`src/rtl/jt900h_pkg.sv`:
```
// Shared definitions for the jt900h multiplier: FSM encoding, length codes,
// negate-width codes and result extraction helpers.
package jt900h_pkg;

    typedef enum logic [1:0] {
        MUL_IDLE = 2'd0,
        MUL_RUN  = 2'd1,
        MUL_FIX  = 2'd2
    } mul_state_e;

    typedef enum logic [1:0] {
        NEG_W8  = 2'd0,
        NEG_W16 = 2'd1,
        NEG_W32 = 2'd2
    } neg_width_e;

    localparam logic       LEN_BYTE = 1'b0;
    localparam logic       LEN_WORD = 1'b1;
    localparam logic [3:0] CNT_BYTE = 4'd7;
    localparam logic [3:0] CNT_WORD = 4'd15;

    // A byte multiply stops after 8 shifts, leaving its 16-bit product at bits [23:8].
    function automatic logic [31:0] mul_result(input logic [31:0] am, input logic len);
        logic [31:0] r;
        if (len == LEN_WORD) begin
            r = am;
        end else begin
            r = {16'h0000, am[23:8]};
        end
        return r;
    endfunction

    function automatic logic mul_msb(input logic [31:0] p, input logic len);
        logic m;
        if (len == LEN_WORD) begin
            m = p[31];
        end else begin
            m = p[15];
        end
        return m;
    endfunction

endpackage

```
`src/rtl/jt900h_mul_neg.sv`:
```
// Conditional two's-complement negate of a 32-bit value within an 8/16/32-bit
// field; bits above the field are zeroed when negating.
module jt900h_mul_neg
    import jt900h_pkg::*;
(
    input  logic [31:0] val_i,
    input  logic        en_i,
    input  neg_width_e  width_i,
    output logic [31:0] val_o
);

    logic [31:0] neg_s;
    logic [31:0] res_s;

    // Negate and clip to the selected field width.
    always_comb begin
        neg_s = ~val_i + 32'd1;
        res_s = neg_s;
        case (width_i)
            NEG_W8:  res_s = {24'h000000, neg_s[7:0]};
            NEG_W16: res_s = {16'h0000, neg_s[15:0]};
            NEG_W32: res_s = neg_s;
            default: res_s = neg_s;
        endcase
        if (en_i) begin
            val_o = res_s;
        end else begin
            val_o = val_i;
        end
    end

endmodule

```
`src/rtl/jt900h_mul.sv`:
```
// Sequential shift-add multiplier for TLCS-900H MUL/MULS (8x8 and 16x16).
// Signed MULS support is built only when JT900H_MULS_EN is defined.
module jt900h_mul
    import jt900h_pkg::*;
(
    input  logic        clk,
    input  logic        rst_n,
    input  logic        cen,
    input  logic [15:0] op0,
    input  logic [15:0] op1,
    input  logic        len,
    input  logic        sgn,
    input  logic        start,
    output logic [31:0] prod,
    output logic        busy,
    output logic        done,
    output logic        z,
    output logic        s
);

    mul_state_e  state_q, state_d;
    logic [3:0]  cnt_q, cnt_d;
    logic [15:0] mcand_q, mcand_d;
    logic [32:0] am_q, am_d;
    logic [31:0] prod_q, prod_d;
    logic        busy_q, busy_d;
    logic        done_q, done_d;
    logic        z_q, z_d;
    logic        s_q, s_d;
    logic        len_q, len_d;

    logic [15:0] op0_ext, op1_ext;
    logic [31:0] op0_abs, op1_abs;
    logic        abs0_en, abs1_en;
    neg_width_e  opw;
    logic [16:0] sum17;
    logic [32:0] am_step;
    logic [31:0] res_run;
    logic        unused_abs_hi;

`ifdef JT900H_MULS_EN
    logic        sign_q, sign_d;
    logic        fix_q, fix_d;
    logic [31:0] fix_prod;
    neg_width_e  resw;

    assign abs0_en = sgn & ((len == LEN_WORD) ? op0[15] : op0[7]);
    assign abs1_en = sgn & ((len == LEN_WORD) ? op1[15] : op1[7]);
    assign resw    = (len_q == LEN_WORD) ? NEG_W32 : NEG_W16;

    jt900h_mul_neg u_neg_res (
        .val_i   (mul_result(am_q[31:0], len_q)),
        .en_i    (sign_q),
        .width_i (resw),
        .val_o   (fix_prod)
    );
`else
    logic unused_sgn;

    assign unused_sgn = sgn;
    assign abs0_en    = 1'b0;
    assign abs1_en    = 1'b0;
`endif

    assign op0_ext = (len == LEN_WORD) ? op0 : {8'h00, op0[7:0]};
    assign op1_ext = (len == LEN_WORD) ? op1 : {8'h00, op1[7:0]};
    assign opw     = (len == LEN_WORD) ? NEG_W16 : NEG_W8;

    jt900h_mul_neg u_neg_op0 (
        .val_i   ({16'h0000, op0_ext}),
        .en_i    (abs0_en),
        .width_i (opw),
        .val_o   (op0_abs)
    );

    jt900h_mul_neg u_neg_op1 (
        .val_i   ({16'h0000, op1_ext}),
        .en_i    (abs1_en),
        .width_i (opw),
        .val_o   (op1_abs)
    );

    assign unused_abs_hi = ^{op0_abs[31:16], op1_abs[31:16]};

    // One partial product: conditional add into the upper half, then shift right with carry.
    assign sum17   = am_q[32:16] + {1'b0, (am_q[0] ? mcand_q : 16'h0000)};
    assign am_step = {1'b0, sum17, am_q[15:1]};
    assign res_run = mul_result(am_step[31:0], len_q);

    // Next-state and datapath update; everything holds while cen is low.
    always_comb begin
        state_d = state_q;
        cnt_d   = cnt_q;
        mcand_d = mcand_q;
        am_d    = am_q;
        prod_d  = prod_q;
        busy_d  = busy_q;
        done_d  = done_q;
        z_d     = z_q;
        s_d     = s_q;
        len_d   = len_q;
`ifdef JT900H_MULS_EN
        sign_d  = sign_q;
        fix_d   = fix_q;
`endif
        if (cen) begin
            done_d = 1'b0;
            if (start) begin
                mcand_d = op0_abs[15:0];
                am_d    = {17'h00000, op1_abs[15:0]};
                cnt_d   = (len == LEN_WORD) ? CNT_WORD : CNT_BYTE;
                len_d   = len;
                prod_d  = 32'h00000000;
                busy_d  = 1'b1;
                state_d = MUL_RUN;
`ifdef JT900H_MULS_EN
                sign_d  = abs0_en ^ abs1_en;
                fix_d   = sgn;
`endif
            end else begin
                case (state_q)
                    MUL_IDLE: begin
                        state_d = MUL_IDLE;
                    end
                    MUL_RUN: begin
                        am_d = am_step;
                        if (cnt_q == 4'd0) begin
`ifdef JT900H_MULS_EN
                            if (fix_q) begin
                                state_d = MUL_FIX;
                            end else begin
                                prod_d  = res_run;
                                z_d     = (res_run == 32'h00000000);
                                s_d     = mul_msb(res_run, len_q);
                                done_d  = 1'b1;
                                busy_d  = 1'b0;
                                state_d = MUL_IDLE;
                            end
`else
                            prod_d  = res_run;
                            z_d     = (res_run == 32'h00000000);
                            s_d     = mul_msb(res_run, len_q);
                            done_d  = 1'b1;
                            busy_d  = 1'b0;
                            state_d = MUL_IDLE;
`endif
                        end else begin
                            cnt_d = cnt_q - 4'd1;
                        end
                    end
`ifdef JT900H_MULS_EN
                    MUL_FIX: begin
                        prod_d  = fix_prod;
                        z_d     = (fix_prod == 32'h00000000);
                        s_d     = mul_msb(fix_prod, len_q);
                        done_d  = 1'b1;
                        busy_d  = 1'b0;
                        state_d = MUL_IDLE;
                    end
`endif
                    default: begin
                        busy_d  = 1'b0;
                        state_d = MUL_IDLE;
                    end
                endcase
            end
        end else begin
            done_d = done_q;
        end
    end

    // State registers with synchronous active-low reset.
    always_ff @(posedge clk) begin
        if (!rst_n) begin
            state_q <= MUL_IDLE;
            cnt_q   <= 4'd0;
            mcand_q <= 16'h0000;
            am_q    <= 33'h000000000;
            prod_q  <= 32'h00000000;
            busy_q  <= 1'b0;
            done_q  <= 1'b0;
            z_q     <= 1'b0;
            s_q     <= 1'b0;
            len_q   <= LEN_BYTE;
`ifdef JT900H_MULS_EN
            sign_q  <= 1'b0;
            fix_q   <= 1'b0;
`endif
        end else begin
            state_q <= state_d;
            cnt_q   <= cnt_d;
            mcand_q <= mcand_d;
            am_q    <= am_d;
            prod_q  <= prod_d;
            busy_q  <= busy_d;
            done_q  <= done_d;
            z_q     <= z_d;
            s_q     <= s_d;
            len_q   <= len_d;
`ifdef JT900H_MULS_EN
            sign_q  <= sign_d;
            fix_q   <= fix_d;
`endif
        end
    end

    assign prod = prod_q;
    assign busy = busy_q;
    assign done = done_q;
    assign z    = z_q;
    assign s    = s_q;

endmodule

```
`config.mk`:
```
export PLATFORM = sky130hd
export DESIGN_NAME = jt900h_mul
export DESIGN_NICKNAME = d
export VERILOG_FILES = /design/src/rtl/jt900h_pkg.sv /design/src/rtl/jt900h_mul_neg.sv /design/src/rtl/jt900h_mul.sv
export SDC_FILE = /design/constraint.sdc
export NUM_CORES = 1
export LEC_CHECK = 0
export BUFFER_PORTS_ARGS = -buffer_cell sky130_fd_sc_hd__buf_2
export CAP_MARGIN = 20
export CORE_MARGIN = 1.5
export CORE_UTILIZATION = 40
export DETAILED_ROUTE_END_ITERATION = 10
export PLACE_DENSITY = 0.6
export SETUP_SLACK_MARGIN = 0.3
export SLEW_MARGIN = 15
export SYNTH_ARGS = -nofsm -noshare
export SYNTH_HDL_FRONTEND = slang
export SYNTH_SLANG_ARGS = --single-unit
```
`constraint.sdc`:
```
create_clock -name clk -period 3.77 [get_ports clk]
set_input_delay 0.377 -clock clk [delete_from_list [all_inputs] [get_ports clk]]
set_output_delay 0.377 -clock clk [all_outputs]
set_load 0.05 [all_outputs]
```
==> results of run 1 <==
## Yosys cell counts (all sizes together), types with 6 or more instances
| cell | number | area (sq um) |
|---|---|---|
| clkbuf | 31 | 116 |
| nor2 | 21 | 78.8 |
| ha | 17 | 213 |
| a22oi | 30 | 225 |
| and2 | 35 | 219 |
| nor2b | 33 | 206 |
| dfxtp | 90 | 1800 |
| a21oi | 20 | 111 |
| a21boi | 22 | 165 |
| nor3b | 9 | 67.6 |
| nand2 | 68 | 255 |
| o21ai | 33 | 173 |
| buf | 6 | 31.3 |
| nand3 | 14 | 75.1 |
| xor2 | 7 | 61.3 |
| o211a | 8 | 80.1 |
| mux2i | 22 | 220 |
| a221oi | 8 | 70.1 |
| xnor2 | 7 | 61.3 |
## per-stage QoR
| stage | area, sq um | worst slack [ns] | utilization |
|---|---|---|---|
| after floorplan | 4700 | 1.00 | - |
| after global placement | 5160 | 0.640 | 0.452 |
| after detailed placement | 5160 | 0.595 | 0.452 |
| after CTS | 5440 | 0.593 | 0.476 |
| after global routing | 5440 | 0.313 | 0.476 |
| final | 5440 | 0.598 | 0.476 |
## registers in the layout, summed over array words and instances (netlist names)
register	cells
prod	32
len_q	1
s	1
done	1
busy	1
am_q	32
z	1
state_q	1
cnt_q	4
mcand_q	16
## layer usage
metal | up-vias | GRT usage | wire length (um)
li1 | 2043 | - | -
met1 | 1862 | 0.286 | 5970
met3 | 12 | 0.0419 | 556
met2 | 97 | 0.276 | 5000
met5 | - | 0 | 0
met4 | 0 | 0.0633 | 176
## area by class of cell
type | instances | area [sq um]
repair buffers | 80 | 420
inverters | 4 | 15.0
fillers | 1158 | 5980
flip-flops and latches | 90 | 1800
multi-input cells | 411 | 2740
well taps | 143 | 179
clock inverters | 2 | 10.0
clock buffers | 14 | 274
## how the worst min path moves through the flow
| stage | depth (start not counted) | startpoint | to | slack, ns |
|---|---|---|---|---|
| final | 3 | op0[3] | mcand_q[3] | 0.29 |
| after global routing | 3 | op0[3] | mcand_q[3] | 0.29 |
| after CTS | 3 | op0[3] | mcand_q[3] | 0.28 |
| after detailed placement | 2 | prod[24] | prod[24] | 0.46 |
| after global placement | 2 | mcand_q[8] | mcand_q[8] | 0.45 |
| after floorplan | 2 | mcand_q[14] | mcand_q[14] | 0.44 |
## power breakdown
group	switching, uW	total [uW]	internal, uW
sequential	30.1	1010	977
combinational	116	198	81.6
clock	356	856	499
## kinds of logic after synthesis
group                    synth area share
XOR/XNOR                           0.0261
buffers and inverters              0.0346
AND/OR/NAND/NOR                     0.232
flip-flops                          0.383
adder cells (fa/ha/maj)            0.0495
AO/OA/AOI/OAI                       0.228
multiplexers                       0.0468
## critical path, delay by kind of cell, from the launching register on
kind                       cells  cell delay, ns
adders and majority gates      2            0.66
AOI/OAI and AO/OA              6            1.31
xor gates and xnor gates       1            0.25
DFF                            1            0.43
and+or+nand+nor                2            0.42
==> impl_metrics.env, run 1 <==
export IMPL_status="completed"
export IMPL_core_box_area_sq_mm=0.0114
export IMPL_layout_commonest_cell="sky130_fd_sc_hd__dfxtp_1"
export IMPL_synth_seq_area_share=0.383
export IMPL_areaGrowthSynthToFinish_pct=15.7
export IMPL_fraction_of_layout_cells_with_a_size_suffix_above_1=0.176
export IMPL_h_tree_depth=3
export IMPL_initial_core_utilization=0.412
export IMPL_yosys_register_bits=90
export IMPL_drt_pass_1_iters=4
export IMPL_initialDrtViolationCount=223
export IMPL_layout_worst_path_cycle_share=0.841
export IMPL_cp_required_ns=4.00
export IMPL_io_buffers=72
export IMPL_cpPeakStageDelay_ns=0.44
export IMPL_cts_setup_buffers=0
export IMPL_post_layout_instance_count_excluding_filler_cells=744
export IMPL_reg2reg_capture_point="z"
export IMPL_worstRegToRegCells=11
export IMPL_endpoint="z"
export IMPL_numClockSinks=90
export IMPL_dp_cells=728
export IMPL_worst_path_max_fanout=17
export IMPL_number_of_antenna_violations_at_the_first_check_in_global_routing=0
export IMPL_most_frequent_cells_in_the_layout="sky130_fd_sc_hd__dfxtp_1 (90), sky130_fd_sc_hd__buf_2 (72), sky130_fd_sc_hd__nand2_1 (68), sky130_fd_sc_hd__and2_1 (35), sky130_fd_sc_hd__nor2b_1 (33)"
export IMPL_number_of_buffers_between_clock_root_and_the_deepest_sink=2
export IMPL_chipHeight_um=111
export IMPL_power_ir_vdd_worst_mv=0.197
export IMPL_route_detailed_wl_per_inst_um=15.7
export IMPL_ctsRootBufferMaster="sky130_fd_sc_hd__clkbuf_16"
export IMPL_arrival_ns=3.40
export IMPL_place_gp_congestion=0.823
export IMPL_layout_nets=652
export IMPL_reg2reg_slack_ns=0.60
export IMPL_slew_viol_final=0
export IMPL_cts_clk_slew_worst_paths_ns=0.06
export IMPL_finalSetupTns_ns=0
export IMPL_cell_leakage_power_uw=0.00232
export IMPL_slowest_stage="sky130_fd_sc_hd__fa_1"
export IMPL_die_width_um=111
export IMPL_critical_path_class="reg -> reg"
export IMPL_timing_hold_ws_ns=0.288
export IMPL_vias=4014
export IMPL_worstSetupStartpointType="flip-flop"
export IMPL_top_level_ports=74
export IMPL_insertedDiodeCount=0
export IMPL_cts_repair_resized=0
export IMPL_synth_cell_area_sq_mm=0.00470
export IMPL_tritoncts="done"
export IMPL_fp_row_count=39
export IMPL_setup_clock_skew_after_layout_ns=0.00535
export IMPL_drcViolationCount=0
export IMPL_grt_pass1_vias=3819
export IMPL_power_per_cell_area_mw_per_mm2=379
export IMPL_post_dp_hpwl_um=8340
export IMPL_hp_class="in -> reg"
export IMPL_number_of_distinct_library_cells_after_synthesis=59
export IMPL_grt_total_usage=0.193
export IMPL_dieArea_sq_mm=0.0124
export IMPL_max_freq_ghz=0.315
export IMPL_worst_path_cell_chain="and2_1, ha_1, fa_1, a211oi_2, o21ai_2, a31oi_1, o21ai_0, xor2_1, and3b_1, o2111a_1, a32o_1"
export IMPL_drt_wl_total_um=11700
export IMPL_global_route_wire_length_before_repair_um=19300
export IMPL_async_flop_share=0
export IMPL_timing_worst_slew_pin_value_ns=0.802
export IMPL_grt_remaining_overflow=0
export IMPL_drt_antenna_violating_nets=0
export IMPL_cts_hold_buf=0
export IMPL_grt_setup_unrepaired="no"
export IMPL_insertion_delay_ns=0.33
export IMPL_crit_start="am_q[0]"
export IMPL_max_cap_violations=0
export IMPL_largest_net_degree_at_the_start_of_global_routing=92
export IMPL_synth_cells=542
export IMPL_cts_inserted_buffers=9
export IMPL_synth_top_flop_cell="sky130_fd_sc_hd__dfxtp_1"
export IMPL_route_detailed_vias_per_inst=5.40
export IMPL_endpoint_kind="flip-flop"
export IMPL_r2r_start="am_q[0]"
export IMPL_setup_viol_count_final=0
export IMPL_number_of_flops_mapped_to_enable_cells_by_yosys=0
export IMPL_synth_nets=598
export IMPL_yosys_warnings=0
export IMPL_post_synth_cell_area_avg_sq_um=8.67
export IMPL_fin_crit_ns=3.17
export IMPL_post_layout_total_power_uw=2060
export IMPL_number_of_endpoints_with_negative_hold_slack_in_the_final_report=0
export IMPL_slew_headroom=0.464
Note: power is estimated with default switching activity, not from simulation.
==> inputs of run 2 (changes only) <==
- PLACE_DENSITY: 0.6 -> 0.62
- clock period: 3.77 -> 2.6 ns (I/O delays scaled with it)
==> run 2 against run 1 <==
Against the previous run: the flow now finishes with violations (setup timing); worst hold slack got worse by 0.12 ns; combinational power is 62% higher; via count increased by 6.7%; global-route usage increased by 1.6 points; routed wire length up 10%; register-to-register slack lost 0.70 ns; flip-flop and latch count is the same; sequential share of layout area fell by 3.2 points; setup slack worse by 0.70 ns; critical path type unchanged; largest cell class unchanged.
==> impl_metrics.env, run 2 (synthesized netlist as in run 1, its figures left out) <==
export IMPL_initial_core_utilization=0.412
export IMPL_power_per_cell_area_mw_per_mm2=516
export IMPL_slew_headroom=0.491
export IMPL_cts_inserted_buffers=9
export IMPL_insertedDiodeCount=0
export IMPL_post_layout_instance_count_excluding_filler_cells=781
export IMPL_cts_clk_slew_worst_paths_ns=0.07
export IMPL_numClockSinks=90
export IMPL_place_gp_congestion=0.894
export IMPL_global_route_wire_length_before_repair_um=21000
export IMPL_fp_row_count=39
export IMPL_ctsRootBufferMaster="sky130_fd_sc_hd__clkbuf_16"
export IMPL_dieArea_sq_mm=0.0124
export IMPL_drt_antenna_violating_nets=0
export IMPL_max_cap_violations=0
export IMPL_max_freq_ghz=0.371
export IMPL_grt_total_usage=0.208
export IMPL_power_net_switching_uw=759
export IMPL_drcViolationCount=0
export IMPL_worstSetupStartpointType="flip-flop"
export IMPL_route_detailed_vias_per_inst=5.48
export IMPL_netSwitchingFraction=0.244
export IMPL_detail_route_wirelength_met1_um=6190
export IMPL_fill_cells=1081
export IMPL_post_dp_hpwl_um=8850
export IMPL_core_box_area_sq_mm=0.0114
export IMPL_hp_class="in -> reg"
export IMPL_h_tree_depth=3
export IMPL_top_level_ports=74
export IMPL_placedInstanceArea_sq_mm=0.00543
export IMPL_io_buffers=72
export IMPL_dp_cells=761
export IMPL_grt_remaining_overflow=0
export IMPL_initialDrtViolationCount=242
export IMPL_cts_hold_buf=0
export IMPL_wl_met2_um=5950
export IMPL_vias=4282
export IMPL_critical_path_class="reg -> reg"
export IMPL_areaGrowthSynthToFinish_pct=28.3
export IMPL_highest_layer="met4"
export IMPL_combinationalPowerShare=0.103
export IMPL_number_of_endpoints_with_negative_hold_slack_in_the_final_report=0
export IMPL_worst_path_max_fanout=4
export IMPL_layout_commonest_cell="sky130_fd_sc_hd__dfxtp_1"
export IMPL_number_of_antenna_violations_at_the_first_check_in_global_routing=0
export IMPL_layout_nets=689
export IMPL_drt_wl_total_um=12900
export IMPL_drt_pass_1_iters=4
export IMPL_setup_viol_count_final=1
export IMPL_slew_viol_final=0
export IMPL_cell_leakage_power_uw=0.00256
export IMPL_fin_crit_ns=2.70
export IMPL_power_ir_vdd_worst_mv=0.321
export IMPL_status="finished, violations left"
export IMPL_route_detailed_wl_per_inst_um=16.5
export IMPL_number_of_buffers_between_clock_root_and_the_deepest_sink=2
export IMPL_tritoncts="done"
export IMPL_timing_worst_slew_pin_value_ns=0.764
export IMPL_intPower_uw=2350
export IMPL_cp_required_ns=2.89
export IMPL_insertion_delay_ns=0.34
export IMPL_clkPwrFrac=0.430
export IMPL_met3_wirelength_um=533
export IMPL_failed_checks="setup timing"
export IMPL_p_seq_frac=0.468
export IMPL_chipHeight_um=111
export IMPL_most_frequent_cells_in_the_layout="sky130_fd_sc_hd__dfxtp_1 (89), sky130_fd_sc_hd__buf_2 (72), sky130_fd_sc_hd__nand2_1 (68), sky130_fd_sc_hd__buf_4 (40), sky130_fd_sc_hd__nor2b_1 (33)"
export IMPL_grt_pass1_vias=4077
export IMPL_endpoint_kind="flip-flop"
export IMPL_arrival_ns=2.99
export IMPL_layout_worst_path_cycle_share=1.04
export IMPL_grt_setup_unrepaired="yes"
export IMPL_setup_clock_skew_after_layout_ns=0.00802
export IMPL_finished_layout_cell_area_sq_mm=0.00603
export IMPL_die_width_um=111
export IMPL_fraction_of_layout_cells_with_a_size_suffix_above_1=0.288
export IMPL_largest_net_degree_at_the_start_of_global_routing=92
export IMPL_fin_ws_ns=-0.0977
run 2: changes by cell type in the layout (fill, tap and decap cells not counted), sizes merged:
cell	before	now
buf	80	117
inv	4	5
clkinv	2	0
clkbuf	14	13
clkinvlp	0	1
bufinv	0	1
run 2: area by class of cell:
cell class / count / area (sq um) / area share
clock inverters: 3 / 46.3 / 0.00767
multi-input cells: 411 / 3010 / 0.499
inverters: 4 / 15.0 / 0.00249
repair buffers: 117 / 717 / 0.119
flip-flops and latches: 90 / 1800 / 0.299
clock buffers: 13 / 260 / 0.0431
well taps: 143 / 179 / 0.0297
run 2: metal layers:
layer / track usage / vias up
li1: - / 2120
met1: 0.288 / 2048
met2: 0.334 / 100
met3: 0.0414 / 14
met4: 0.0557 / 0
met5: 0 / -
run 2: worst paths after layout:
| path | end | cells past startpoint | slack, ns | from |
|---|---|---|---|---|
| hold / removal | mcand_q[4] | 3 | 0.17 | op0[4] |
| hold reg to reg | prod[9] | 2 | 0.46 | prod[9] |
| setup reg to reg | z | 11 | -0.1 | am_q[0] |
| setup / recovery | z | 11 | -0.1 | am_q[0] |
run 2: stage by stage:
step | power (uW) | TNS [ns] | hold WS, ns | worst slack, ns | util
2_1_floorplan | 1680 | -0.0236 | 0.405 | -0.0236 | -
5_1_grt | 3240 | -0.580 | 0.179 | -0.170 | 0.528
3_5_place_dp | 1790 | -0.142 | 0.454 | -0.142 | 0.475
4_1_cts | 3140 | -0.0506 | 0.160 | -0.0506 | 0.518
6_report | 3110 | -0.0977 | 0.169 | -0.0977 | 0.528
3_3_place_gp | 1790 | -0.0908 | 0.449 | -0.0908 | 0.475
run 2: timing repair:
item                                    in CTS  in global routing
endpoints found under the setup margin      20                 27
hold endpoints to repair                     0                  0
resized for setup                           33                 21
buffers inserted                             2                  2
pin swaps                                    7                 11
run 2: power by group through the flow:
stage / Clock [uW] / Sequential [uW] / Combinational (uW)
floorplan: 0 / 1480 / 198
finish: 1340 / 1460 / 320
global route: 1420 / 1460 / 354
CTS: 1360 / 1460 / 317
global placement: 0 / 1480 / 303
detailed placement: 0 / 1490 / 309
run 2: critical path, stage by stage (launching register included):
cell                       delay [ns]
sky130_fd_sc_hd__dfxtp_2         0.34
sky130_fd_sc_hd__and2_4          0.14
sky130_fd_sc_hd__ha_4            0.15
sky130_fd_sc_hd__fa_2            0.37
sky130_fd_sc_hd__a211oi_4        0.27
sky130_fd_sc_hd__o21ai_2         0.11
sky130_fd_sc_hd__nand3_2         0.11
sky130_fd_sc_hd__o21ai_4         0.07
sky130_fd_sc_hd__a221o_1         0.35
sky130_fd_sc_hd__a2111o_1        0.38
sky130_fd_sc_hd__o41ai_2         0.20
sky130_fd_sc_hd__a32o_1          0.15
